### src/rtl/parking_lot_ctrl.sv
// Parking-lot controller: synchronises and debounces presence sensors, drives spot LEDs,
// runs entrance/exit gate FSMs and tracks the number of cars inside the lot.
module parking_lot_ctrl #(
  parameter int unsigned N_SPOTS          = 3,
  parameter int unsigned DEBOUNCE_CYCLES  = 4,
  parameter int unsigned GATE_HOLD_CYCLES = 8,
  parameter int unsigned CNT_W            = $clog2(N_SPOTS + 1)
) (
  input  logic               CLOCK_50,
  input  logic               reset_n,
  input  logic [N_SPOTS-1:0] spot_presence,
  input  logic               entr_presence,
  input  logic               exit_presence,
  output logic [N_SPOTS-1:0] spot_led,
  output logic               full_led,
  output logic               open_entrance,
  output logic               open_exit,
  output logic [CNT_W-1:0]   lot_count,
  output logic [CNT_W-1:0]   spots_taken
);

  localparam int unsigned N_IN   = N_SPOTS + 2;
  localparam int unsigned DB_W   = (DEBOUNCE_CYCLES > 1) ? $clog2(DEBOUNCE_CYCLES) : 1;
  localparam int unsigned HOLD_W = (GATE_HOLD_CYCLES > 1) ? $clog2(GATE_HOLD_CYCLES) : 1;

  localparam logic [DB_W-1:0]   DB_LAST   = DB_W'(DEBOUNCE_CYCLES - 1);
  localparam logic [HOLD_W-1:0] HOLD_LAST = HOLD_W'(GATE_HOLD_CYCLES - 1);
  localparam logic [CNT_W-1:0]  CNT_MAX   = CNT_W'(N_SPOTS);

  localparam logic [1:0] ST_IDLE = 2'd0;
  localparam logic [1:0] ST_OPEN = 2'd1;
  localparam logic [1:0] ST_HOLD = 2'd2;

  // Gate index 0 is the entrance, 1 is the exit.
  localparam int unsigned G_ENTR = 0;
  localparam int unsigned G_EXIT = 1;

  // ---------------------------------------------------------------------------
  // Synchroniser: bit layout {exit, entr, spots}
  // ---------------------------------------------------------------------------
  logic [N_IN-1:0] raw;
  logic [N_IN-1:0] sync1_q;
  logic [N_IN-1:0] sync2_q;

  assign raw = {exit_presence, entr_presence, spot_presence};

  always_ff @(posedge CLOCK_50 or negedge reset_n) begin
    if (!reset_n) begin
      sync1_q <= '0;
      sync2_q <= '0;
    end else begin
      sync1_q <= raw;
      sync2_q <= sync1_q;
    end
  end

  // ---------------------------------------------------------------------------
  // Debouncer: flip only after DEBOUNCE_CYCLES consecutive differing samples
  // ---------------------------------------------------------------------------
  logic [N_IN-1:0] db_q;
  logic [N_IN-1:0] db_d;
  logic [DB_W-1:0] db_cnt_q [N_IN];
  logic [DB_W-1:0] db_cnt_d [N_IN];

  always_comb begin
    db_d = db_q;
    for (int i = 0; i < N_IN; i++) begin
      db_cnt_d[i] = '0;
      if (sync2_q[i] != db_q[i]) begin
        if (db_cnt_q[i] == DB_LAST) begin
          db_d[i] = ~db_q[i];
        end else begin
          db_cnt_d[i] = db_cnt_q[i] + DB_W'(1);
        end
      end
    end
  end

  always_ff @(posedge CLOCK_50 or negedge reset_n) begin
    if (!reset_n) begin
      db_q <= '0;
      for (int i = 0; i < N_IN; i++) begin
        db_cnt_q[i] <= '0;
      end
    end else begin
      db_q <= db_d;
      for (int i = 0; i < N_IN; i++) begin
        db_cnt_q[i] <= db_cnt_d[i];
      end
    end
  end

  // ---------------------------------------------------------------------------
  // Spot LEDs and occupancy popcount
  // ---------------------------------------------------------------------------
  logic [CNT_W-1:0]   taken_d;
  logic [N_SPOTS-1:0] spot_led_q;
  logic [CNT_W-1:0]   taken_q;

  always_comb begin
    taken_d = '0;
    for (int i = 0; i < N_SPOTS; i++) begin
      taken_d = taken_d + CNT_W'(db_q[i]);
    end
  end

  // ---------------------------------------------------------------------------
  // Gate FSMs
  // ---------------------------------------------------------------------------
  logic [1:0]        gate_st_q [2];
  logic [1:0]        gate_st_d [2];
  logic [HOLD_W-1:0] hold_q    [2];
  logic [HOLD_W-1:0] hold_d    [2];
  logic [1:0]        gate_sense;
  logic [1:0]        gate_allow;
  logic [1:0]        gate_pulse;
  logic [1:0]        gate_open_d;
  logic [1:0]        gate_open_q;
  logic [CNT_W-1:0]  lot_q;
  logic [CNT_W-1:0]  lot_d;

  assign gate_sense = {db_q[N_SPOTS+1], db_q[N_SPOTS]};
  // Exit is never refused; entrance looks at the live count, not the registered LED.
  assign gate_allow = {1'b1, (lot_q < CNT_MAX)};

  always_comb begin
    for (int g = 0; g < 2; g++) begin
      gate_st_d[g]  = gate_st_q[g];
      hold_d[g]     = hold_q[g];
      gate_pulse[g] = 1'b0;
      case (gate_st_q[g])
        ST_IDLE: begin
          if (gate_sense[g] && gate_allow[g]) begin
            gate_st_d[g] = ST_OPEN;
          end
        end
        ST_OPEN: begin
          if (!gate_sense[g]) begin
            gate_st_d[g]  = ST_HOLD;
            hold_d[g]     = '0;
            gate_pulse[g] = 1'b1;
          end
        end
        ST_HOLD: begin
          if (gate_sense[g]) begin
            gate_st_d[g] = ST_OPEN;
          end else if (hold_q[g] == HOLD_LAST) begin
            gate_st_d[g] = ST_IDLE;
          end else begin
            hold_d[g] = hold_q[g] + HOLD_W'(1);
          end
        end
        default: gate_st_d[g] = ST_IDLE;
      endcase
      // Decode the next state so the registered command lines up with the state register.
      gate_open_d[g] = (gate_st_d[g] == ST_OPEN) || (gate_st_d[g] == ST_HOLD);
    end
  end

  always_ff @(posedge CLOCK_50 or negedge reset_n) begin
    if (!reset_n) begin
      for (int g = 0; g < 2; g++) begin
        gate_st_q[g] <= ST_IDLE;
        hold_q[g]    <= '0;
      end
      gate_open_q <= '0;
    end else begin
      for (int g = 0; g < 2; g++) begin
        gate_st_q[g] <= gate_st_d[g];
        hold_q[g]    <= hold_d[g];
      end
      gate_open_q <= gate_open_d;
    end
  end

  // ---------------------------------------------------------------------------
  // Car counter: simultaneous inc and dec cancel
  // ---------------------------------------------------------------------------
  always_comb begin
    lot_d = lot_q;
    if (gate_pulse[G_ENTR] && !gate_pulse[G_EXIT] && (lot_q != CNT_MAX)) begin
      lot_d = lot_q + CNT_W'(1);
    end else if (gate_pulse[G_EXIT] && !gate_pulse[G_ENTR] && (lot_q != '0)) begin
      lot_d = lot_q - CNT_W'(1);
    end
  end

  logic full_q;

  always_ff @(posedge CLOCK_50 or negedge reset_n) begin
    if (!reset_n) begin
      lot_q      <= '0;
      full_q     <= 1'b0;
      spot_led_q <= '0;
      taken_q    <= '0;
    end else begin
      lot_q      <= lot_d;
      full_q     <= (lot_q == CNT_MAX);
      spot_led_q <= db_q[N_SPOTS-1:0];
      taken_q    <= taken_d;
    end
  end

  assign spot_led      = spot_led_q;
  assign spots_taken   = taken_q;
  assign full_led      = full_q;
  assign lot_count     = lot_q;
  assign open_entrance = gate_open_q[G_ENTR];
  assign open_exit     = gate_open_q[G_EXIT];

endmodule

### config.mk
export PLATFORM = sky130hd
export DESIGN_NAME = parking_lot_ctrl
export DESIGN_NICKNAME = d
export VERILOG_FILES = /design/src/rtl/parking_lot_ctrl.sv
export SDC_FILE = /design/constraint.sdc
export NUM_CORES = 1
export LEC_CHECK = 0
export ABC_AREA = 1
export BUFFER_PORTS_ARGS = -buffer_cell sky130_fd_sc_hd__buf_4
export CAP_MARGIN = 20
export CORE_MARGIN = 5
export CORE_UTILIZATION = 25
export DETAILED_ROUTE_END_ITERATION = 12
export SYNTH_ARGS = -nofsm -noshare
export SYNTH_HDL_FRONTEND = slang
export SYNTH_SLANG_ARGS = --single-unit
export TNS_END_PERCENT = 5
### constraint.sdc
create_clock -name CLOCK_50 -period 3.2 [get_ports CLOCK_50]
set_clock_uncertainty 0.2 [all_clocks]
set_input_delay 0.64 -clock CLOCK_50 [delete_from_list [all_inputs] [get_ports CLOCK_50]]
set_output_delay 0.64 -clock CLOCK_50 [all_outputs]
set_load 0.1 [all_outputs]
==> results.sh <==
export IMPL_core_area_mm2=0.00668
export IMPL_ant_nets=0
export IMPL_overflow=0
export IMPL_path_delay_family="flip-flops"
export IMPL_synth_top_cell_by_area="dfrtp_1"
export IMPL_rrSetupSlack_ns=1.62
export IMPL_areaGrowthSynthToFinish_pct=17.4
export IMPL_max_clock_freq_mhz=550
export IMPL_critical_path_class="reg2out"
export IMPL_worstPathRequired_ns=2.36
export IMPL_place_congestion=0.688
export IMPL_syn_avg_cell_area_um2=11.8
export IMPL_ys_warn_count=0
export IMPL_clock_root_buffer="clkbuf_8"
export IMPL_endpoint_kind="primary output"
export IMPL_start_util_pct=25.3
export IMPL_path_max_fanout=4
export IMPL_worstReg2RegStart="hold_q[3]"
export IMPL_cp_slowest_cell="dfrtp_1"
export IMPL_routed_via_density=3.93
export IMPL_status="finished, final reports clean"
export IMPL_crit_chain="buf_4"
export IMPL_postCtsHoldBufs=0
export IMPL_num_nets_final=183
export IMPL_seq_area_frac_synth_pct=66.7
export IMPL_yosysMostFrequentCell="dfrtp_1"
export IMPL_vias=962
export IMPL_ys_seq_elements=45
export IMPL_drc=0
export IMPL_first_iter_violations=30
export IMPL_setup_tns_ns=0
export IMPL_synth_area_mm2=0.00169
export IMPL_die_w_um=92.2
export IMPL_grt_antenna_before_repair=0
export IMPL_n_antenna_cell=0
export IMPL_reg2regPathDepth=8
export IMPL_grt_util_met3_pct=2.38
export IMPL_cp_arrival_ns=0.98
export IMPL_setup_viol=0
export IMPL_cp_num_buf_inv=1
export IMPL_die_area_mm2=0.00849
export IMPL_wl_per_cell_um=9.54
export IMPL_grt_busiest_layer="met2"
export IMPL_cts_sinks=45
export IMPL_cts_clk_slew_worst_paths_ns=0.08
export IMPL_postSynthCellCount=143
export IMPL_clock_latency_ns=0.29
export IMPL_fillers=684
export IMPL_grt_start_max_net_pins=46
export IMPL_period_share_pct=56.8
export IMPL_rsz0062_at_grt="false"
export IMPL_cts_resized=0
export IMPL_num_io_pins=17
export IMPL_r2r_end="hold_q[3]"
export IMPL_synth_top_cell_area_share_pct=66.7
export IMPL_wl_mm=2.34
export IMPL_hold_viol=0
export IMPL_synth_edff_count=0
export IMPL_post_cts_setup_buffers=0
export IMPL_cts_tree="done"
export IMPL_synthTopCellsByCount="45 x dfrtp_1, 25 x nand2_1, 16 x inv_1"
export IMPL_use_met2_pct=10.2
export IMPL_cts_max_level=2
export IMPL_period_minus_slack_ns=1.82
export IMPL_fp_dieH_um=92.2
export IMPL_start_kind="flip-flop"
export IMPL_syn_num_nets=160
export IMPL_synth_area_leaders="dfrtp_1 67%, ha_1 6.7%, nand2_1 5.6%"
export IMPL_grt_usage_pct=6.59
export IMPL_ys_types=19
export IMPL_hpwlAfterDp_mm=1.62
export IMPL_tightest_slew_ns=0.562
export IMPL_drive_gt1_share_pct=19.4
export IMPL_rows=30
export IMPL_final_max_slew_violation_count=0
export IMPL_maxSlewHeadroom_pct=62.6
export IMPL_grt_pass1_vias=966
export IMPL_cts_max_path_buffers=2
export IMPL_grtUsageMet1_pct=7.72
export IMPL_cap_violations=0
export IMPL_firstDrtPassIters=4
export IMPL_hp_class="in2async"
export IMPL_cts_buffers=5
export IMPL_ys_flop_type="dfrtp_1"
export IMPL_numPortBuffers=16
export IMPL_grt_pass1_wl_mm=4.35
export IMPL_synth_async_reset_ratio_pct=100
export IMPL_slowest_delay_ns=0.39
==> layout make-up <==
cell class / count / area (um2) / area share, %
timing repair buffer: 16 / 120 / 6.06
clock buffer: 5 / 68.8 / 3.47
sequential: 45 / 1130 / 56.8
clock inverter: 1 / 5.00 / 0.253
multi-input combinational: 80 / 494 / 24.9
tap: 80 / 100 / 5.05
inverter: 18 / 67.6 / 3.41
==> logic make-up (layout without fill, tap and decap cells) <==
| kind of cell | after synthesis | after routing | synth area share, % |
|---|---|---|---|
| mux | 3 | 3 | 2.00 |
| xor+xnor | 5 | 5 | 2.59 |
| flops | 45 | 45 | 66.7 |
| fa+ha+maj | 10 | 10 | 7.86 |
| simple gates | 55 | 55 | 14.8 |
| buf+inv | 18 | 40 | 4.00 |
| compound gates | 7 | 7 | 2.08 |
==> state kept, by name, summed over array words and instances (netlist names) <==
register and count:
db_cnt_q 10, hold_q 6, db_q 5, sync1_q 5
sync2_q 5, gate_st_q 4, spot_led 3, gate_open_q 2
lot_count 2, spots_taken 2, full_led 1
==> metrics by stage <==
| step | hold WS [ns] | instances | cell area (um2) | utilization, % | setup WS [ns] |
|---|---|---|---|---|---|
| finish | 0.134 | 245 | 1980 | 29.7 | 1.38 |
| global route | 0.153 | 245 | 1980 | 29.7 | 1.33 |
| CTS | 0.149 | 245 | 1980 | 29.7 | 1.36 |
| detailed placement | 0.135 | 239 | 1910 | 28.6 | 1.64 |
| global placement | 0.136 | 239 | 1910 | 28.6 | 1.67 |
| floorplan | 0.131 | 143 | 1690 | - | 1.43 |
==> placed cells by master, fill, tap and decap left out, drive strengths merged <==
cell    count
clkbuf      5
ha          9
a21oi       2
nand2      27
or2         1
clkinv      1
buf        16
xnor2       5
nand4       1
fa          1
mux2        3
o21ai       5
nand3      11
inv        18
nor2       10
nor3        5
dfrtp      45
==> layer usage <==
metal / vias up / share of wire, %
li1: 495 / -
met1: 445 / 46
met2: 16 / 46
met3: 6 / 4.8
met4: 0 / 2.8
met5: - / 0
==> worst max-delay path by stage <==
stage | start | to | slack, ns | cells after the start
final | lot_count[0] | lot_count[0] | 1.38 | 1
after global routing | lot_count[0] | lot_count[0] | 1.33 | 1
after CTS | lot_count[0] | lot_count[0] | 1.36 | 1
after detailed placement | hold_q[3] | hold_q[3] | 1.64 | 8
after global placement | hold_q[3] | hold_q[3] | 1.67 | 8
after floorplan | lot_count[0] | lot_count[0] | 1.43 | 5
Power is not shown: default switching activity piles up to over one toggle a cycle in this logic, so the estimate is an artifact.
